## src/rtl/serializer_pkg.sv

```systemverilog
`default_nettype none
// ============================================================================
// Module   : serializer_pkg
// Brief    : Frame layout constants, FSM state type and frame builder for the
//            serial link transmitter.
// Revision : 1.0 - initial release
// ============================================================================
package serializer_pkg;

    localparam int         FRAME_BITS = 18;
    localparam int         DATA_LSB   = 5;
    // Receive-window order: bit 0 is transmitted first.
    localparam logic [4:0] PREAMBLE   = 5'b10001;
    localparam logic [4:0] POSTAMBLE  = 5'b01110;

    typedef enum logic [1:0] {
        IDLE = 2'd0,
        SEND = 2'd1,
        GAP  = 2'd2
    } state_t;

    function automatic logic [FRAME_BITS-1:0] build_frame(input logic [7:0] d);
        logic [FRAME_BITS-1:0] f;
        f                                = '0;
        f[DATA_LSB-1:0]                  = PREAMBLE;
        f[DATA_LSB+7:DATA_LSB]           = d;
        f[FRAME_BITS-1:DATA_LSB+8]       = POSTAMBLE;
        return f;
    endfunction

endpackage
`default_nettype wire

```

## src/rtl/serializer_fifo.sv

```systemverilog
`default_nettype none
// ============================================================================
// Module   : serializer_fifo
// Brief    : Synchronous show-ahead byte FIFO; head is valid whenever !empty.
// Revision : 1.0 - initial release
// ============================================================================
module serializer_fifo #(
    parameter int DEPTH = 4
) (
    input  logic       clock,
    input  logic       reset,
    input  logic       push,
    input  logic       pop,
    input  logic [7:0] din,
    output logic       full,
    output logic       empty,
    output logic [7:0] head
);

    localparam int            c_AW  = $clog2(DEPTH);
    localparam logic [c_AW:0] c_ONE = 1;

    logic [7:0]    r_mem [DEPTH];
    logic [c_AW:0] r_wptr;
    logic [c_AW:0] r_rptr;
    logic          w_wr;
    logic          w_rd;

    // Extra pointer MSB distinguishes full from empty when the indices match.
    assign full  = (r_wptr[c_AW] != r_rptr[c_AW]) &&
                   (r_wptr[c_AW-1:0] == r_rptr[c_AW-1:0]);
    assign empty = (r_wptr == r_rptr);
    assign w_wr  = push && !full;
    assign w_rd  = pop && !empty;
    assign head  = r_mem[r_rptr[c_AW-1:0]];

    always_ff @(posedge clock) begin
        if (reset) begin
            r_wptr <= '0;
            r_rptr <= '0;
        end else begin
            if (w_wr) r_wptr <= r_wptr + c_ONE;
            if (w_rd) r_rptr <= r_rptr + c_ONE;
        end
    end

    always_ff @(posedge clock) begin
        if (w_wr) r_mem[r_wptr[c_AW-1:0]] <= din;
    end

endmodule
`default_nettype wire

```

## src/rtl/serializer.sv

```systemverilog
`default_nettype none
// ============================================================================
// Module   : serializer
// Brief    : Byte-to-serial framer: FIFO-buffered bytes sent as 18-bit frames
//            separated by GAP_BITS idle zeros.
// Revision : 1.0 - initial release
// ============================================================================
module serializer
    import serializer_pkg::*;
#(
    parameter int DEPTH    = 4,
    parameter int GAP_BITS = 18
) (
    input  logic       clock,
    input  logic       reset,
    input  logic [7:0] data,
    input  logic       in_valid,
    output logic       in_ready,
    output logic       serout,
    output logic       busy,
    output logic       frame_done
);

    localparam logic [4:0] c_LAST_BIT = 5'(FRAME_BITS - 1);
    localparam logic [7:0] c_LAST_GAP = 8'(GAP_BITS - 1);

    state_t                r_state;
    state_t                w_state_nxt;
    logic [FRAME_BITS-1:0] r_shift;
    logic [FRAME_BITS-1:0] w_shift_nxt;
    logic [FRAME_BITS-1:0] w_frame;
    logic [4:0]            r_bitcnt;
    logic [4:0]            w_bitcnt_nxt;
    logic [7:0]            r_gapcnt;
    logic [7:0]            w_gapcnt_nxt;
    logic                  r_serout;
    logic                  w_serout_nxt;

    logic                  w_full;
    logic                  w_empty;
    logic                  w_push;
    logic                  w_pop;
    logic                  w_gap_done;
    logic [7:0]            w_head;

    serializer_fifo #(
        .DEPTH (DEPTH)
    ) u_fifo (
        .clock (clock),
        .reset (reset),
        .push  (w_push),
        .pop   (w_pop),
        .din   (data),
        .full  (w_full),
        .empty (w_empty),
        .head  (w_head)
    );

    assign in_ready   = !w_full;
    assign w_push     = in_valid && !w_full;
    assign w_gap_done = (r_state == GAP) && (r_gapcnt == c_LAST_GAP);
    assign w_pop      = ((r_state == IDLE) || w_gap_done) && !w_empty;
    assign w_frame    = build_frame(w_head);

    assign serout     = r_serout;
    assign busy       = (r_state != IDLE);
    assign frame_done = (r_state == SEND) && (r_bitcnt == c_LAST_BIT);

    always_ff @(posedge clock) begin
        if (reset) begin
            r_state  <= IDLE;
            r_shift  <= '0;
            r_bitcnt <= '0;
            r_gapcnt <= '0;
            r_serout <= 1'b0;
        end else begin
            r_state  <= w_state_nxt;
            r_shift  <= w_shift_nxt;
            r_bitcnt <= w_bitcnt_nxt;
            r_gapcnt <= w_gapcnt_nxt;
            r_serout <= w_serout_nxt;
        end
    end

    always_comb begin
        w_state_nxt  = r_state;
        w_shift_nxt  = r_shift;
        w_bitcnt_nxt = r_bitcnt;
        w_gapcnt_nxt = r_gapcnt;
        w_serout_nxt = 1'b0;

        case (r_state)
            IDLE: ;
            SEND: begin
                if (r_bitcnt == c_LAST_BIT) begin
                    w_state_nxt  = GAP;
                    w_bitcnt_nxt = '0;
                    w_gapcnt_nxt = '0;
                end else begin
                    w_serout_nxt = r_shift[0];
                    w_shift_nxt  = r_shift >> 1;
                    w_bitcnt_nxt = r_bitcnt + 5'd1;
                end
            end
            GAP: begin
                if (w_gap_done) begin
                    w_state_nxt  = IDLE;
                    w_bitcnt_nxt = '0;
                    w_gapcnt_nxt = '0;
                end else begin
                    w_gapcnt_nxt = r_gapcnt + 8'd1;
                end
            end
            default: w_state_nxt = IDLE;
        endcase

        // A pop only happens from IDLE or at the end of a gap; it starts a frame.
        if (w_pop) begin
            w_state_nxt  = SEND;
            w_serout_nxt = w_frame[0];
            w_shift_nxt  = w_frame >> 1;
            w_bitcnt_nxt = '0;
            w_gapcnt_nxt = '0;
        end
    end

endmodule
`default_nettype wire

```

## config.mk

```make
export PLATFORM = sky130hd
export DESIGN_NAME = serializer
export DESIGN_NICKNAME = d
export VERILOG_FILES = /design/src/rtl/serializer_pkg.sv /design/src/rtl/serializer_fifo.sv /design/src/rtl/serializer.sv
export SDC_FILE = /design/constraint.sdc
export NUM_CORES = 1
export LEC_CHECK = 0
export ABC_AREA = 1
export CAP_MARGIN = 15
export CORE_AREA = 3 3 92 94
export CTS_CLUSTER_DIAMETER = 200
export CTS_CLUSTER_SIZE = 16
export DETAILED_ROUTE_END_ITERATION = 12
export DIE_AREA = 0 0 95 97
export GPL_ROUTABILITY_DRIVEN = 0
export GPL_TIMING_DRIVEN = 0
export SKIP_CTS_REPAIR_TIMING = 1
export SYNTH_ARGS = -nofsm -noshare
export SYNTH_HDL_FRONTEND = slang
export SYNTH_SLANG_ARGS = --single-unit
```

## constraint.sdc

```tcl
create_clock -name clock -period 2.12 [get_ports clock]
set_input_delay 0.424 -clock clock [delete_from_list [all_inputs] [get_ports clock]]
set_output_delay 0.424 -clock clock [all_outputs]
set_load 0.1 [all_outputs]
```

---- Word-level counts from Yosys, hierarchy flattened ----
Memory sizes are Yosys's and may differ from the RTL's. A register that Yosys moved wholly into a read port is not among the register bits.
Cells that the tools add are included.
cells by class
  add/subtract/negate cells ............... 4
  eq/ne operators ......................... 13
  multiplexer cells ....................... 20
  bitwise logic cells ..................... 2
  reduce and logical (&&, ||, !) cells .... 21
operators by type and width
  kind                                                              count
  16-bit 2-to-1 mux                                                 3
  8-bit 2-to-1 mux                                                  2
  8-bit case mux with 2 select lines                                1
  5-bit 2-to-1 mux                                                  2
  5-bit case mux with 2 select lines                                1
  8-bit by 1-bit adder with 8-bit output (second input constant)    1
  8-bit by 5-bit == test with 1-bit output (second input constant)  1
  2-bit 2-to-1 mux                                                  4
  2-bit AND reduction                                               4
  1-bit logical AND                                                 7
  3-bit by 1-bit adder with 3-bit output (second input constant)    2
  1-bit 2-to-1 mux                                                  6
  2-bit by 1-bit != test with 1-bit output (second input constant)  3
  2-bit case mux with 3 select lines                                1
  3-bit AND reduction                                               2
  2-bit nonzero test                                                3
  5-bit by 1-bit adder with 5-bit output (second input constant)    1
  5-bit == test (second input constant)                             1
  3-bit == test                                                     1
  3-bit by 1-bit != test with 1-bit output (second input constant)  1
  3-bit by 2-bit != test with 1-bit output (second input constant)  1
  2-bit by 1-bit == test with 1-bit output (second input constant)  1
  2-bit == test                                                     1
  2-bit == test (second input constant)                             1
  other kinds (7)                                                   9
storage, ports and cells
  register bits after elaboration ......... 38
  bits in writable memories ............... 32
  input bits .............................. 11
  output and inout port bits .............. 4
  logic and storage cells ................. 70
  memories ................................ 1
memories
  name          words  bits a word  rd ports  clocked after Yosys merged registers in  wr ports  RTL line               text
  u_fifo.r_mem  4      8            1         1                                        1         serializer_fifo.sv:23  logic [7:0] r_mem [DEPTH];

---- Longest topological paths before layout ----
Gate-level depths: netlist of run 1.
  word-level depth ........................ 7
  gate-level depth with buffers ........... 10
  depth with buffers taken out ............ 10

---- Hierarchy ----
From an unflattened synthesis of run 1, not the netlist that was laid out.
unflattened totals
  cell total of the unflattened synthesis .. 378
  area, all modules ....................... 3313.2 sq um
by module, submodules not included
  module           instances  cells each  area each (sq um)  sequential area each (sq um)
  serializer_fifo  1          150         1699.1             1121.1
  serializer       1          228         1614.0             640.6

---- Worst setup path after synthesis of run 1 ----
OpenSTA, ideal clock, no wires.
  kind .................................... reg-to-output
  from .................................... register r_bitcnt[0]
  to ...................................... output frame_done
  arrival time ............................ 1.910 ns
  data required time ...................... 1.696 ns
  path slack .............................. -0.214 ns
  stages on the path, launching flop included .. 4
  path buffers ............................ 0
  cells stage by stage .................... dfxtp_1 ha_1 nand3_1 nor2_1
on the way
  longest elaborated chain between the ends .. 2
ends and longest elaborated chain
  what                      RTL line          text
  start: declaration        serializer.sv:32  logic [4:0] r_bitcnt;
  start signal: assignment  serializer.sv:79  r_bitcnt <= w_bitcnt_nxt;
  5-bit == test             serializer.sv:67  assign frame_done = (r_state == SEND) && (r_bitcnt == c_LAST_BIT);
  1-bit logical AND         serializer.sv:67
  end: declaration          serializer.sv:21  output logic frame_done
No other way between the ends.

---- Worst setup path in the final report of run 1 ----
  from .................................... register u_fifo.r_wptr[2]
  to ...................................... output in_ready
on the way
  longest elaborated chain between the ends .. 3
ends and longest elaborated chain
  what                      RTL line               text
  start: declaration        serializer_fifo.sv:24  logic [c_AW:0] r_wptr;
  start signal: assignment  serializer_fifo.sv:42  if (w_wr) r_wptr <= r_wptr + c_ONE;
  1-bit != test             serializer_fifo.sv:30  assign full = (r_wptr[c_AW] != r_rptr[c_AW]) &&
  1-bit logical AND         serializer_fifo.sv:30
  1-bit logical NOT         serializer.sv:59       assign in_ready = !w_full;
  end: declaration          serializer.sv:18       output logic in_ready,
No other way between the ends.

==> flow_summary.toml, run 1 <==
[synthesis]
synth_cell_types = 34
ys_ff_latch = 72
synth_area_per_cell_sq_um = 9.46
synth_top_area_share_pct = 28.1
ys.flop_type = "dfxtp_1"
synth_nets = 382
synthesis.area_sq_mm = 0.00342
yosysTopAreaCell = "edfxtp_1"
synth_cells = 362
yosysWarnings = 0
ys_top_cells_by_area = "edfxtp_1, dfxtp_1, nand2_1"
synth_edf_count = 32
yosysSeqAreaShare_pct = 51.5
synth.most_common_cell = "nand2_1"
synthArstFlopShare_pct = 0
synth_common_cells = "nand2_1, inv_1, dfxtp_1"

[route]
drt_iter0_drc = 61
antenna_left = 0
vias = 2386
drc = 0
routedWlPerCell_um = 12.6
vias_per_cell = 4.83
drt_first_pass_iters = 4
wl_um = 6230

[setup_path]
cp-end-kind = "output pin"
startpoint_type = "flip-flop"
crit_type = "reg2out"
cpMaxStageDelayCell = "clkbuf_2"
worst-path-max-fanout = 3
r2r_cells = 4
arrival_ns = 1.58
r2r_slack_ns = 0.21
cpPeakStageDelay_ns = 0.46
critical_path_required_ns = 1.70
cp_num_cells = 3
worstPathCellList = "xnor2_2, nand3b_4, clkbuf_2"
path_delay_family = "buffers and inverters"
cp_num_buf_inv = 1

[sta]
rsz0062_at_grt = "no"
skew_ns = 0.00606
setup_viol = 0
worst_pin_slew_ns = 0.957
fin_crit_ns = 2.01
slew-limit-headroom_pct = 36.1
fin_tns_setup_ns = 0
slew_violations = 0
fin_crit_sh_pct = 94.7
timing.hold.ws_ns = 0.466
clock.fmax_mhz = 498
hold_viol = 0

[die]
fp-row-count = 32
die-width_um = 95
dieHeight_um = 97
io_pins = 15
core-area_sq_mm = 0.00773
die-area_sq_mm = 0.00922
start_util_pct = 44.3

[power_and_ir_drop]
powerDensity_mw_per_mm2 = 1150
peakVddDrop_mv = 0.749
leakagePower_nw = 1.48
p_total_mw = 4.44

[clock_tree]
cts_tree = "done"
clkSlewWorstSetupHoldPaths_ns = 0.08
cts_buffers = 9
clockBufferDepth = 2
cts_num_sinks = 72
h-tree-depth = 3
cts_root_buf = "clkbuf_8"
clock_latency_ns = 0.34

[grt]
grt_pass1_wl_um = 10700
grt_pass1_vias = 2368
grt_max_degree = 16
track_usage_pct = 14.7
grt_overflow = 0
grt_antenna_before_repair = 0

[run]
max-cap-violations = 0

[cells_and_area]
nets = 407
seqCellArea_sq_mm = 0.00176
antenna_cells = 0
stdcell_area_sq_mm = 0.00387
fillCellCount = 734
postLayoutCoreUtil_pct = 50.1
multi_input_area_sq_mm = 0.00139
area_delta_synth_final_pct = 13.0
drive_gt1_share_pct = 19.1

[place]
port_buffers = 14
postPlaceCellArea_sq_mm = 0.00369
place_hpwl_um = 4470

[worst_hold_path]
min_path_cells = 2
hold_class = "reg2reg"

[outcome]
status = "finished clean"
==> placed cells by master (no fill, tap or decap), types with 4 or more instances in the layout <==
cell type,instances
buf_2,7
nor2_2,4
edfxtp_1,32
nor2_1,31
o211ai_1,8
inv_1,47
nand3_1,20
clkdlybuf4s50_1,10
ha_1,9
o21ai_0,17
a21oi_2,15
nand2_1,71
a21oi_1,16
dfxtp_1,40
inv_2,4
nand3_2,8
clkbuf_8,9
o21ai_1,4
==> where the power goes <==
group | internal, mW | switching, mW | leakage, nW | total (mW)
Combinational | 0.570 | 1.05 | 0.772 | 1.62
Clock | 0.446 | 0.558 | 0.0923 | 1.00
Sequential | 1.67 | 0.147 | 0.621 | 1.82
==> tightest hold or removal path, cell delays in order, from the launching register on <==
cell and delay [ns]:
dfxtp_1 0.33, o21bai_1 0.07, inv_1 0.04
==> area by class of cell <==
cell class	count	area share, %
Sequential cell	72	45.5
Multi-Input combinational cell	229	36.0
Inverter	51	4.95
Timing Repair Buffer	14	3.36
Tap cell	102	3.30
Clock buffer	9	3.20
Buffer	10	2.04
Clock inverter	7	1.62
==> final timing paths <==
path	start	end
min	r_shift[14]	r_shift[14]
max reg2reg	u_fifo.r_wptr[2]	u_fifo.r_mem[2][5]
max	u_fifo.r_wptr[2]	in_ready
min reg2reg	r_shift[14]	r_shift[14]
==> kinds of logic (layout without fill, tap and decap cells) <==
logic type | after synthesis | after routing | synth area share [%]
xor gates and xnor gates | 6 | 6 | 2.85
adders and majority gates | 9 | 9 | 3.29
and+or+nand+nor | 149 | 149 | 22.2
AOI/OAI and AO/OA | 65 | 65 | 12.3
buffers and inverters | 61 | 91 | 7.89
DFF | 72 | 72 | 51.5
==> flip-flops by register name, summed over array words and instances, names as in the netlist, named ones only <==
register	cells
serout	1
r_shift	16
u_fifo.r_rptr	3
u_fifo.r_wptr	3
r_state	2
u_fifo.r_mem	32
r_gapcnt	8
r_bitcnt	5
==> routing by layer <==
metal  share of wire, %  up-vias  routed length [um]  global-route usage [%]
li1                   -     1234                   -                       -
met1                 48     1124                3000                    19.2
met2                 48       22                2980                    23.5
met3                2.6        6                 162                    4.43
met4                1.3        0                  82                    4.33
met5                  0        -                   0                       0
==> through the flow <==
step | std cells | setup WS, ns
6_report | 494 | 0.113
5_1_grt | 494 | 0.000592
4_1_cts | 494 | -0.695
3_5_place_dp | 478 | -0.315
3_3_place_gp | 478 | -0.302
2_1_floorplan | 362 | 0.247
No activity file was read; power rests on OpenSTA's default activity.
==> inputs of run 2 (changes only) <==
ABC_AREA = not set   (was 1)
CAP_MARGIN = 30   (was 15)
CORE_AREA = 3 3 88 90   (was 3 3 92 94)
DIE_AREA = 0 0 91 93   (was 0 0 95 97)
==> run 2 against run 1 <==
  * Sequential share of layout area grew 3.5 points
  * Critical path depth did not move
  * Design area shrank 7.2%
  * Largest power group unchanged
==> flow_summary.toml, run 2 <==
[outcome]
status = "finished clean"

[sta]
fin_tns_setup_ns = 0
timing.hold.ws_ns = 0.449
clock.fmax_mhz = 495
rsz0062_at_grt = "yes"
fin_crit_ns = 2.02
worst_pin_slew_ns = 0.958
fin_crit_sh_pct = 95.3
setup_viol = 0
slew_violations = 0
hold_viol = 0
worst_slack_ns = 0.0994
skew_ns = 0.00952
slew-limit-headroom_pct = 36.0

[setup_path]
startpoint_type = "flip-flop"
r2r_slack_ns = 0.18
r2r_cells = 6
reg2reg_from = "r_gapcnt[0]"
timing.rr.end = "r_gapcnt[1]"
critical_path_required_ns = 1.70
worstSetupStartpoint = "u_fifo.r_wptr[1]"
crit_type = "reg2out"
worst-path-max-fanout = 5
crit_end = "in_ready"
arrival_ns = 1.60
cp-end-kind = "output pin"

[die]
die-area_sq_mm = 0.00846
io_pins = 15
start_util_pct = 43.8
fp-row-count = 31
die-width_um = 91
core-area_sq_mm = 0.00714
dieHeight_um = 93

[route]
drc = 0
wl_um = 5810
vias = 2104
wl_met1_um = 2580
dr_wl_met2_um = 3000
vias_per_cell = 5.39
highest_layer = "met4"
routedWlPerCell_um = 14.9
drt_iter0_drc = 81
antenna_left = 0
met3_length_um = 194
drt_first_pass_iters = 4

[grt]
grt_pass1_vias = 2037
track_usage_pct = 15.0
grt_overflow = 0
grt_antenna_before_repair = 0
grt_pass1_wl_um = 9960
grt_max_degree = 16

[power_and_ir_drop]
peakVddDrop_mv = 0.553
leakagePower_nw = 1.23
powerDensity_mw_per_mm2 = 1120

[synthesis]
synth_edf_count = 32
synth_common_cells = "dfxtp_1, edfxtp_1, a21oi_1"
synth_cell_types = 47
yosysSeqAreaShare_pct = 56.3
ys.flop_type = "dfxtp_1"
synthArstFlopShare_pct = 0
synth.most_common_cell = "dfxtp_1"
synth_top_area_share_pct = 30.7
synth_nets = 281
synth_area_per_cell_sq_um = 12.0
yosysWarnings = 0
synth_cells = 261
ys_ff_latch = 72
yosysTopAreaCell = "edfxtp_1"
synthesis.area_sq_mm = 0.00313
ys_top_cells_by_area = "edfxtp_1, dfxtp_1, mux4_2"

[clock_tree]
cts_root_buf = "clkbuf_8"
clkSlewWorstSetupHoldPaths_ns = 0.09
clockBufferDepth = 2
h-tree-depth = 3
cts_buffers = 9
cts_num_sinks = 72
clock_latency_ns = 0.34
cts_tree = "done"

[cells_and_area]
nets = 306
antenna_cells = 0
seqCellArea_sq_mm = 0.00176
layout_common_cells = "dfxtp_1, edfxtp_1, a21oi_1, nor2_1, nand2_1"
final_common_cell = "dfxtp_1"
area_delta_synth_final_pct = 14.8
largest_reg_flops = 32
fillCellCount = 670
multi_input_area_sq_mm = 0.00129
drive_gt1_share_pct = 18.2
stdcell_area_sq_mm = 0.00359

[place]
port_buffers = 14
place_hpwl_um = 3940
postPlaceCellArea_sq_mm = 0.00339
post-place-ws_ns = -0.347

[run]
max-cap-violations = 0

[worst_hold_path]
hold_class = "reg2reg"
-- run 2: how the worst min path moves through the flow --
stage | cells past startpoint | endpoint | from
global placement | 2 | r_shift[0] | r_shift[1]
detailed placement | 2 | r_shift[15] | r_shift[15]
global route | 2 | r_shift[1] | r_shift[2]
floorplan | 2 | r_shift[0] | r_shift[1]
CTS | 2 | r_shift[1] | r_shift[2]
finish | 2 | r_shift[1] | r_shift[2]
-- run 2: routing by layer --
layer,vias up,track usage [%]
met2,29,25.1
met3,2,3.86
met4,0,5.65
met5,-,0
met1,1024,18.7
li1,1049,-
-- run 2: final cells by class --
type / instances / area share (%)
sequential: 72 / 49.1
multi-input combinational: 170 / 36.0
timing repair buffer: 14 / 3.62
clock buffer: 9 / 3.45
tap: 99 / 3.45
buffer: 13 / 2.09
clock inverter: 7 / 1.71
inverter: 6 / 0.627
-- run 2: cells by family (layout without fill, tap and decap cells) --
family | after synthesis | in the layout | share of synthesized area (%)
compound gates | 74 | 74 | 16.2
xor+xnor | 5 | 5 | 1.40
fa+ha+maj | 9 | 9 | 3.60
buf+inv | 19 | 49 | 3.08
flops | 72 | 72 | 56.3
mux | 11 | 11 | 6.88
simple gates | 71 | 71 | 12.4
-- run 2: report_power, final --
group | switching (mW) | internal [mW]
combinational | 0.763 | 0.482
clock | 0.560 | 0.447
sequential | 0.115 | 1.66
total | 1.44 | 2.59
-- run 2: through the flow --
| stage | power, mW | utilization [%] | instances |
|---|---|---|---|
| final | 4.02 | 50.3 | 390 |
| after global routing | 4.29 | 50.3 | 390 |
| after CTS | 4.07 | 50.1 | 390 |
| after detailed placement | 3.05 | 47.5 | 374 |
| after global placement | 3.03 | 47.5 | 374 |
| after floorplan | 2.75 | - | 261 |
-- run 2: worst max-delay path, cell delays in order, from the launching register on --
cell	delay [ns]
dfxtp_1	0.36
xnor2_1	0.37
nand3_1	0.14
clkbuf_2	0.39
